**config.mk**
```make
export PLATFORM = sky130hd
export DESIGN_NAME = axi_w_stream_gen
export DESIGN_NICKNAME = d
export VERILOG_FILES = /design/src/rtl/axi_w_stream_gen_pkg.sv /design/src/rtl/axi_w_pattern_gen.sv /design/src/rtl/axi_w_stream_gen.sv
export SDC_FILE = /design/constraint.sdc
export NUM_CORES = 1
export LEC_CHECK = 0
export BUFFER_PORTS_ARGS = -buffer_cell sky130_fd_sc_hd__buf_2
export CAP_MARGIN = 20
export CELL_PAD_IN_SITES_DETAIL_PLACEMENT = 0
export CELL_PAD_IN_SITES_GLOBAL_PLACEMENT = 2
export CORE_MARGIN = 5
export CORE_UTILIZATION = 35
export CTS_BUF_LIST = sky130_fd_sc_hd__clkbuf_4
export DETAILED_ROUTE_END_ITERATION = 12
export PLACE_DENSITY_LB_ADDON = 0.15
export SLEW_MARGIN = 20
export SYNTH_ARGS = -nofsm -noshare
export SYNTH_HDL_FRONTEND = slang
export SYNTH_SLANG_ARGS = --single-unit
export TNS_END_PERCENT = 1
```
**constraint.sdc**
```tcl
create_clock -name clk_i -period 4.4 [get_ports clk_i]
set_input_delay 0.44 -clock clk_i [delete_from_list [all_inputs] [get_ports clk_i]]
set_output_delay 0.44 -clock clk_i [all_outputs]
set_load 0.03 [all_outputs]
```
**src/rtl/axi_w_stream_gen_pkg.sv**
```systemverilog
// axi_w_stream_gen_pkg: shared types and helpers for the AXI W-channel stream generator.
package axi_w_stream_gen_pkg;

  typedef enum logic [1:0] {
    PAT_INCR  = 2'd0,
    PAT_FIXED = 2'd1,
    PAT_LFSR  = 2'd2
  } pattern_mode_e;

  typedef enum logic [1:0] {
    ST_IDLE        = 2'd0,
    ST_WAIT_CREDIT = 2'd1,
    ST_DATA        = 2'd2
  } state_e;

  localparam logic [31:0] LFSR_TAPS = 32'h8020_0003;

  // The reserved encoding 3 behaves as INCR.
  function automatic pattern_mode_e decode_mode(input logic [1:0] mode);
    case (mode)
      2'd1:    return PAT_FIXED;
      2'd2:    return PAT_LFSR;
      default: return PAT_INCR;
    endcase
  endfunction

  // One Galois step, shifting right and folding the taps in when bit 0 drops out.
  function automatic logic [31:0] lfsr_next(input logic [31:0] s);
    return (s >> 1) ^ (s[0] ? LFSR_TAPS : 32'h0);
  endfunction

endpackage

```
**src/rtl/axi_w_pattern_gen.sv**
```systemverilog
// axi_w_pattern_gen: 32-bit data pattern register (INCR / FIXED / LFSR).
module axi_w_pattern_gen
  import axi_w_stream_gen_pkg::*;
(
  input  logic          clk_i,
  input  logic          rst_ni,
  input  logic          load_i,
  input  logic          advance_i,
  input  pattern_mode_e mode_i,
  input  logic [31:0]   seed_i,
  output logic [31:0]   word_o
);

  logic [31:0] pat_q;

  // Load from the seed on start, otherwise step once per accepted beat.
  always_ff @(posedge clk_i or negedge rst_ni) begin
    if (!rst_ni) begin
      pat_q <= '0;
    end else if (load_i) begin
      // An all-zero LFSR would lock up, so a zero seed becomes 1.
      pat_q <= (mode_i == PAT_LFSR && seed_i == '0) ? 32'd1 : seed_i;
    end else if (advance_i) begin
      case (mode_i)
        PAT_INCR: pat_q <= pat_q + 32'd1;
        PAT_LFSR: pat_q <= lfsr_next(pat_q);
        default:  pat_q <= pat_q;
      endcase
    end
  end

  assign word_o = pat_q;

endmodule

```
**src/rtl/axi_w_stream_gen.sv**
```systemverilog
// axi_w_stream_gen: AXI4 W-channel traffic generator, bursts released by AW credits.
// Optional feature: define AXI_W_STREAM_GEN_STALL_CNT_EN to add stall_cycles_o.
//
// state          | meaning
// ST_IDLE        | waiting for start_i; config latched on an accepted start
// ST_WAIT_CREDIT | a burst is pending but no AW credit is held yet
// ST_DATA        | driving the W beats of the current burst
module axi_w_stream_gen
  import axi_w_stream_gen_pkg::*;
#(
  parameter int DATA_WIDTH      = 64,
  parameter int BURST_CNT_WIDTH = 16,
  parameter int MAX_OUTSTANDING = 8,
  parameter int CREDIT_WIDTH    = $clog2(MAX_OUTSTANDING + 1)
) (
  input  logic                       clk_i,
  input  logic                       rst_ni,
  input  logic                       start_i,
  input  logic [7:0]                 cfg_len_i,
  input  logic [BURST_CNT_WIDTH-1:0] cfg_bursts_i,
  input  logic [1:0]                 cfg_mode_i,
  input  logic [31:0]                cfg_seed_i,
  input  logic                       aw_hs_i,
  output logic                       w_valid_o,
  output logic [DATA_WIDTH-1:0]      w_data_o,
  output logic [DATA_WIDTH/8-1:0]    w_strb_o,
  output logic                       w_last_o,
  input  logic                       w_ready_i,
  output logic                       busy_o,
  output logic                       done_o,
  output logic                       credit_err_o
`ifdef AXI_W_STREAM_GEN_STALL_CNT_EN
  ,
  output logic [31:0]                stall_cycles_o
`endif
);

  localparam logic [BURST_CNT_WIDTH-1:0] BURST_ONE = BURST_CNT_WIDTH'(1);
  localparam logic [CREDIT_WIDTH-1:0]    CRED_ONE  = CREDIT_WIDTH'(1);
  localparam logic [CREDIT_WIDTH-1:0]    CRED_MAX  = CREDIT_WIDTH'(MAX_OUTSTANDING);

  state_e                     state_q, state_d;
  logic [7:0]                 len_q, beat_q;
  logic [BURST_CNT_WIDTH-1:0] bursts_q, burst_q;
  pattern_mode_e              mode_q, pat_mode;
  logic [CREDIT_WIDTH-1:0]    credit_q, credit_d;
  logic                       cred_ovf;
  logic                       err_q, done_q;
  logic                       accept, hs, last_hs, final_burst, run_end;
  logic [31:0]                pat_word;

  assign hs          = w_valid_o && w_ready_i;
  assign last_hs     = hs && w_last_o;
  assign final_burst = (burst_q == bursts_q - BURST_ONE);
  assign run_end     = last_hs && final_burst;

  // Credit arithmetic: AW adds, the last beat of a burst consumes; a full counter drops extras.
  always_comb begin
    credit_d = credit_q;
    cred_ovf = 1'b0;
    if (aw_hs_i && !last_hs) begin
      if (credit_q == CRED_MAX) cred_ovf = 1'b1;
      else                      credit_d = credit_q + CRED_ONE;
    end else if (!aw_hs_i && last_hs) begin
      credit_d = credit_q - CRED_ONE;
    end
  end

  // Next-state decode; start is honoured only in IDLE.
  always_comb begin
    state_d = state_q;
    accept  = 1'b0;
    unique case (state_q)
      ST_IDLE: begin
        if (start_i) begin
          accept = 1'b1;
          if (cfg_bursts_i != '0) state_d = ST_WAIT_CREDIT;
        end
      end
      ST_WAIT_CREDIT: begin
        if (credit_q != '0) state_d = ST_DATA;
      end
      ST_DATA: begin
        if (last_hs) begin
          if (final_burst)          state_d = ST_IDLE;
          else if (credit_d == '0)  state_d = ST_WAIT_CREDIT;
        end
      end
      default: state_d = ST_IDLE;
    endcase
  end

  // State register.
  always_ff @(posedge clk_i or negedge rst_ni) begin
    if (!rst_ni) state_q <= ST_IDLE;
    else         state_q <= state_d;
  end

  // Run configuration, captured on an accepted start.
  always_ff @(posedge clk_i or negedge rst_ni) begin
    if (!rst_ni) begin
      len_q    <= '0;
      bursts_q <= '0;
      mode_q   <= PAT_INCR;
    end else if (accept) begin
      len_q    <= cfg_len_i;
      bursts_q <= cfg_bursts_i;
      mode_q   <= decode_mode(cfg_mode_i);
    end
  end

  // Beat-within-burst and burst counters.
  always_ff @(posedge clk_i or negedge rst_ni) begin
    if (!rst_ni) begin
      beat_q  <= '0;
      burst_q <= '0;
    end else if (accept) begin
      beat_q  <= '0;
      burst_q <= '0;
    end else if (hs) begin
      if (w_last_o) begin
        beat_q  <= '0;
        burst_q <= burst_q + BURST_ONE;
      end else begin
        beat_q  <= beat_q + 8'd1;
      end
    end
  end

  // Credit counter, sticky overflow flag and the done pulse.
  always_ff @(posedge clk_i or negedge rst_ni) begin
    if (!rst_ni) begin
      credit_q <= '0;
      err_q    <= 1'b0;
      done_q   <= 1'b0;
    end else begin
      credit_q <= credit_d;
      err_q    <= (err_q && !accept) || cred_ovf;
      done_q   <= (accept && cfg_bursts_i == '0) || run_end;
    end
  end

  // The mode applied on load must come from the config port, not the stale latch.
  assign pat_mode = accept ? decode_mode(cfg_mode_i) : mode_q;

  axi_w_pattern_gen u_pattern (
    .clk_i     (clk_i),
    .rst_ni    (rst_ni),
    .load_i    (accept),
    .advance_i (hs),
    .mode_i    (pat_mode),
    .seed_i    (cfg_seed_i),
    .word_o    (pat_word)
  );

  assign w_valid_o    = (state_q == ST_DATA);
  assign w_last_o     = (state_q == ST_DATA) && (beat_q == len_q);
  assign w_data_o     = {(DATA_WIDTH/32){pat_word}};
  assign w_strb_o     = '1;
  assign busy_o       = (state_q != ST_IDLE);
  assign done_o       = done_q;
  assign credit_err_o = err_q;

`ifdef AXI_W_STREAM_GEN_STALL_CNT_EN
  logic [31:0] stall_q;

  // Saturating count of cycles where a beat is offered but not taken.
  always_ff @(posedge clk_i or negedge rst_ni) begin
    if (!rst_ni) begin
      stall_q <= '0;
    end else if (accept) begin
      stall_q <= '0;
    end else if (w_valid_o && !w_ready_i && stall_q != 32'hFFFF_FFFF) begin
      stall_q <= stall_q + 32'd1;
    end
  end

  assign stall_cycles_o = stall_q;
`endif

endmodule
```
-- Word-level counts from Yosys, hierarchy flattened
Index checks and enable logic that the tools add are counted.
- output and inout port bits: 77
- flip-flop bits (word level): 90
- word-level logic and storage cells: 85
- equal/unequal tests: 13
- bitwise gates (word level): 1
- mux-type cells: 27
- add/subtract/negate cells: 6
- reductions and logical operators: 28
- operators with widths (cell ; count):
    32-bit 2-to-1 mux ; 4
    32-bit case mux with 2 select lines ; 1
    16-bit 2-to-1 mux ; 3
    32-bit by 1-bit adder with 32-bit output, second input constant ; 1
    32-bit logical NOT ; 1
    31-bit by 32-bit XOR with 32-bit output ; 1
    8-bit 2-to-1 mux ; 3
    16-bit by 1-bit adder with 16-bit output, second input constant ; 1
    16-bit == test ; 1
    16-bit logical NOT ; 1
    16-bit nonzero test ; 1
    16-bit by 1-bit subtractor with 16-bit output, second input constant ; 1
    2-bit 2-to-1 mux ; 7
    4-bit 2-to-1 mux ; 3
    1-bit logical AND ; 9
    8-bit by 1-bit adder with 8-bit output, second input constant ; 1
    8-bit == test ; 1
    2-bit == test, second input constant ; 3
    2-bit inequality test, second input constant ; 3
    2-bit case mux with 3 select lines ; 1
    2-bit nonzero test ; 3
    5-bit AND reduction ; 1
    4-bit by 1-bit adder with 4-bit output, second input constant ; 1
    2-bit by 1-bit == test with 1-bit output, second input constant ; 2
    13 further kinds ; 21

-- Logic depth before layout (Yosys ltp)
- word-level depth: 11
- mapped depth: 10

-- Cells and area by module
A second synthesis with hierarchy kept.
- cell total of the unflattened synthesis: 719
- area total of the unflattened synthesis: 6032.0 µm²
- by module, submodules not included (module ; times used ; area each (µm²) ; cells an instance):
    axi_w_stream_gen ; 1 ; 3717.3 ; 434
    axi_w_pattern_gen ; 1 ; 2314.7 ; 285

-- Worst setup path before layout
Ideal clock, no wire load.
- path type: reg-to-reg
- start: reg bursts_q[0]
- end: reg state_q[0]
- cell stages (with the launch flop): 11
- setup time: 120 ps
- required time: 4280 ps
- arrival time: 2463 ps
- path slack: 1817 ps
- path buffers: 1
- path through: dfrtp_1 inv_1 ha_1 clkbuf_1 or4b_1 nor2_1 a211oi_1 a211o_2 nor4_1 a41oi_1 a31o_1
- longest elaborated chain between the ends: 5
- elaborated cells between the ends (all ways): 7
- those cells by class: add/sub: 1; eq/ne: 2; mux: 3; reduce/logical: 1
- ends and longest elaborated chain (element ; line ; text):
    start: declaration ; axi_w_stream_gen.sv:44 ; logic [BURST_CNT_WIDTH-1:0] bursts_q, burst_q;
    start signal: assignment ; axi_w_stream_gen.sv:107 ; bursts_q <= cfg_bursts_i;
    16-bit by 1-bit subtractor with 16-bit output (*) ; axi_w_stream_gen.sv:54 ; assign final_burst = (burst_q == bursts_q - BURST_ONE);
    16-bit == test (*) ; axi_w_stream_gen.sv:54 ;
    2-bit 2-to-1 mux ; axi_w_stream_gen.sv:85 ; if (final_burst) state_d = ST_IDLE;
    2-bit 2-to-1 mux ; axi_w_stream_gen.sv:84 ; if (last_hs) begin
    2-bit case mux with 3 select lines ; axi_w_stream_gen.sv:73 ; unique case (state_q)
    end signal: assignment ; axi_w_stream_gen.sv:96 ; else state_q <= state_d;
    end: declaration ; axi_w_stream_gen.sv:42 ; state_e state_q, state_d;
Mark *: on every way between the ends. The rest lies on a longest branch, timed or not. The select of a mux whose other input is x is not followed.
A chain may end at the register's enable or synchronous reset.

-- Final worst setup path
- start: reg state_q[1]
- end: reg u_pattern.pat_q[5] (netlist: u_pattern.word_o[5])
- longest elaborated chain between the ends: 7
- elaborated cells between the ends (all ways): 15
- those cells by class: eq/ne: 2; mux: 6; reduce/logical: 7
- ends and longest elaborated chain (element ; line ; text):
    2-bit logical NOT ; axi_w_stream_gen.sv:73 ;
    1-bit 2-to-1 mux ; axi_w_stream_gen.sv:73 ;
    2-bit 2-to-1 mux ; - ;
    2-bit == test or 2-bit logical NOT (tied branches) ; axi_w_pattern_gen.sv:22, axi_w_pattern_gen.sv:24 ;
    32-bit case mux with 2 select lines or 1-bit logical AND (tied branches) ; axi_w_pattern_gen.sv:24, axi_w_pattern_gen.sv:22 ;
    32-bit 2-to-1 mux (on tied branches) ; axi_w_pattern_gen.sv:23, axi_w_pattern_gen.sv:22 ;
    32-bit 2-to-1 mux ; axi_w_pattern_gen.sv:20 ; end else if (load_i) begin
    end signal: assignment ; axi_w_pattern_gen.sv:22 ; pat_q <= (mode_i == PAT_LFSR && seed_i == '0) ? 32'd1 : seed_i;
    end signal: assignment ; axi_w_pattern_gen.sv:25 ; PAT_INCR: pat_q <= pat_q + 32'd1;
    end signal: assignment ; axi_w_pattern_gen.sv:26 ; PAT_LFSR: pat_q <= lfsr_next(pat_q);
    end: declaration ; axi_w_pattern_gen.sv:14 ; logic [31:0] pat_q;
Several ways; a longest one is shown, not always the timed one. The select of a mux whose other input is x is not followed.

==> results by group <==
Outcome
  • Outcome: complete, no violations

Setup path
  • Data required, critical path: 4800 ps
  • R2r worst-path depth: 8
  • FF-to-FF Start: state_q[1]$_DFFE_PN0P_
  • CP max stage delay: approximately 800 ps
  • Reg2reg end: u_pattern.word_o[5]$_DFFE_PN0P_
  • Slack of the worst reg-to-reg path: 1210 ps
  • CP startpoint kind: flip-flop
  • Critical path cell sequence: or3b_2 > nand2_1 > o21a_1 > buf_4 > nor2_1 > a41oi_1 > o22ai_1 > o21ai_0
  • Data arrival time of the worst path: around 3600 ps
  • Critical path type: reg2reg
  • Max stage delay cell, worst path: o21a_1
  • CP max FO: 30
  • Worst setup EP type: flip-flop

Synth
  • Synth Register Bits: 90
  • Avg Cell Area, Syn: roughly 8 µm²
  • Top FF cell, synth: dfrtp_1
  • Yosys synthesis warning count: 0
  • Xor-xnor portion of the synthesized cell area: 0.0882
  • Number of enable flip-flop cells after synthesis: 0
  • Cells after Synth: 755
  • Sequential area share after synthesis: 0.372
  • Post-Synth Simple-Gate Area: 0.265
  • Asr flop ratio synth: 1.00
  • Mux contribution to synthesized area: 0.00847
  • Main combinational cell family by area after synthesis: simple AND/OR/NAND/NOR gates
  • Unique masters post-synth: 63
  • Cell area after synthesis: roughly 6000 µm²
  • Synth Area in Compound Gates: 0.168
  • Adder-Cell Fraction of Synth Area: 0.0145

CTS
  • CTS tree: done
  • Number of gates resized after CTS: 0
  • CTS clk-pin slew, worst paths: 160 ps
  • Clk Latency, worst-skew pair: roughly 470 ps
  • Sink Count: 90
  • Hold_buf cts: 0
  • Clock Tree Root: clkbuf_4
  • Clock tree buffer depth: 2
  • Post-CTS Setup Repair Bufs: 0
  • Total CTS buffers: 9
  • CTS HTree Levels: 3

Cells and area
  • Finished Cell Area: 6760 µm²
  • Area added between synthesis and finish: 11.7%
  • Fillers: roughly 1800
  • Fin nets: 900
  • Most frequent cells in the layout: nand2_1, buf_2, dfrtp_1
  • Commonest non-fill, non-tap cell in the layout: nand2_1
  • Share of post-route cells with drive strength above 1: 0.203

GRT
  • Pin count of the biggest net entering global routing: 61
  • Grt total ovfl: 0
  • First-pass GRT wire length: 30000 µm
  • Vias in the first global route: between 5000 and 6000
  • Overall global routing resource usage: 0.184
  • Initial antenna violation count: 1

Power
  • Clock group share of total power: 0.113
  • Combinational power share: 0.507
  • PD cells: around 640 nW/µm²
  • Peak supply drop: between 0.3 and 0.4 mV
  • Net Sw Frac: 0.517
  • Leak: roughly 0.0030 µW
  • Part of the power in registers: 0.380
  • Pint: approximately 2100 µW
  • Net switching power: ~2200 µW

Drt
  • DR iter-0 viols: ~360
  • Drt wl/cell: 17.4 µm
  • DRT Pass-1 Iters: 5
  • Met3 WL: a little over 900 µm
  • Remaining antenna violation count: 0
  • Metal-1 WL: about 8900 µm
  • DRC errors left: 0
  • Routed wl met2: around 8200 µm
  • DR vias: roughly 5700
  • Via density: between 5 and 6
  • Top routing layer in use: met4
  • Routed wire length: between 15000 and 20000 µm

Timing
  • Final setup viols: 0
  • Final Cycle Share: 0.724
  • Hold Fails Final Rpt: 0
  • Worst slew pin tran: between 1000 and 1500 ps
  • Final worst setup slack: 1210 ps
  • Clock skew: roughly 12 ps
  • RSZ-0062 raised after global routing: false
  • Tmin final: 3190 ps
  • Setup TNS Final: 0 ps
  • Fin Hold WS: around 38 ps
  • Slew margin rel.: 0.311
  • Max-slew violations: 0
  • Fmax: 0.314 GHz

Die
  • Rows: 48
  • Die width: about 140 µm
  • Height of the die: 142 µm
  • Core box area: 17100 µm²
  • Initial core utilization: 0.354
  • Die ar.: around 20000 µm²
  • IO Count: 140

Placement
  • Pre-CTS WS: between 1000 and 1500 ps
  • Placed instance area: ~6600 µm²
  • Final HPWL DP: 13400 µm
  • Final RePlAce weighted congestion: between 0.8 and 0.9
  • IO buf count: ~130

Min path
  • Hold WC Path Type: in2async

Job
  • Max-Cap Viols: 0
## power by group through the flow
stage / logic (µW) / registers [µW] / clock network (µW)
finish: 2200 / 1640 / 489
global route: 2420 / 1720 / 541
CTS: 2210 / 1650 / 513
detailed placement: 2200 / 1660 / 0
global placement: 2180 / 1660 / 0
floorplan: 1620 / 1740 / 0
## worst max-delay path by stage
stage / from / endpoint / slack (ps) / cells past startpoint
after floorplan: bursts_q[0]$_DFFE_PN0P_ / state_q[0]$_DFFE_PN0P_ / 1820 / 10
after global placement: start_i / u_pattern.word_o[5]$_DFFE_PN0P_ / 1290 / 9
after detailed placement: start_i / u_pattern.word_o[5]$_DFFE_PN0P_ / 1210 / 9
after CTS: state_q[1]$_DFFE_PN0P_ / u_pattern.word_o[5]$_DFFE_PN0P_ / 1180 / 8
after global routing: beat_q[3]$_DFFE_PN0P_ / burst_q[15]$_DFFE_PN0P_ / 890 / 7
final: state_q[1]$_DFFE_PN0P_ / u_pattern.word_o[5]$_DFFE_PN0P_ / 1210 / 8
## final cells by class
| cell class | count | area, µm² | area share |
|---|---|---|---|
| Antenna cell | 1 | 2.50 | 0.000370 |
| Tap cell | 225 | 282 | 0.0416 |
| Sequential cell | 90 | 2250 | 0.333 |
| Timing Repair Buffer | 139 | 718 | 0.106 |
| Multi-Input combinational cell | 578 | 3330 | 0.492 |
| Clock buffer | 9 | 67.6 | 0.00999 |
| Clock inverter | 6 | 67.6 | 0.00999 |
| Inverter | 12 | 45.0 | 0.00666 |
## worst max-delay path, delay by kind of cell (launching register included)
kind	cells	cell delay, ps
AO/OA/AOI/OAI	4	1260
buffers and inverters	1	320
flip-flops	1	510
AND/OR/NAND/NOR	3	1020
## cell families after synthesis
kind of cell    Yosys count
simple gates            330
compound gates          167
buf+inv                  94
flops                    90
xor+xnor                 61
fa+ha+maj                 7
mux                       5
other cells               1
## Yosys cell counts (3+ instances only)
cell      count  area share
mux2i_1       4      0.0066
buf_4        40       0.050
buf_1         4      0.0025
o21ai_0      59       0.049
o22ai_1       9      0.0093
nand3b_1      5      0.0062
a311oi_1      3      0.0043
a222oi_1      3      0.0050
buf_2         6      0.0050
a21oi_1      50       0.041
a22oi_1       3      0.0037
nand2_1     135       0.084
nand2b_1      5      0.0052
o21a_1        3      0.0037
inv_1        12      0.0074
nor2_1       67       0.042
nor3_1       15       0.012
nor3b_1       5      0.0062
clkbuf_1     32       0.020
dfrtp_1      90        0.37
nand4_1      18       0.019
xor2_1       36       0.052
a41oi_1       3      0.0043
nand3_1      16       0.013
a211oi_1      4      0.0050
and3_1       12       0.012
or3_1         7      0.0072
xnor2_1      25       0.036
nor2b_1       3      0.0031
o31ai_1       5      0.0062
nor4_1       16       0.017
a31oi_1       5      0.0052
and4_1        7       0.010
ha_1          7       0.014
and2_1        6      0.0062
## flip-flops by register name, summed over array words and instances (netlist names)
register          flops
beat_q                8
burst_q              16
bursts_q             16
credit_err_o          1
credit_q              4
done_o                1
len_q                 8
mode_q                2
state_q               2
u_pattern.word_o     32
## per-stage QoR
stage | instances | total power (µW) | util
after floorplan | 762 | 3350 | -
after global placement | 1044 | 3840 | 0.387
after detailed placement | 1044 | 3860 | 0.387
after CTS | 1059 | 4370 | 0.395
after global routing | 1060 | 4680 | 0.395
final | 1060 | 4330 | 0.395
## layer usage
layer | vias to the layer above | GRT usage
li1 | 2762 | -
met1 | 2720 | 0.265
met2 | 176 | 0.287
met3 | 27 | 0.0239
met4 | 0 | 0.0626
met5 | - | 0
Power figures use the tool's default switching activity.
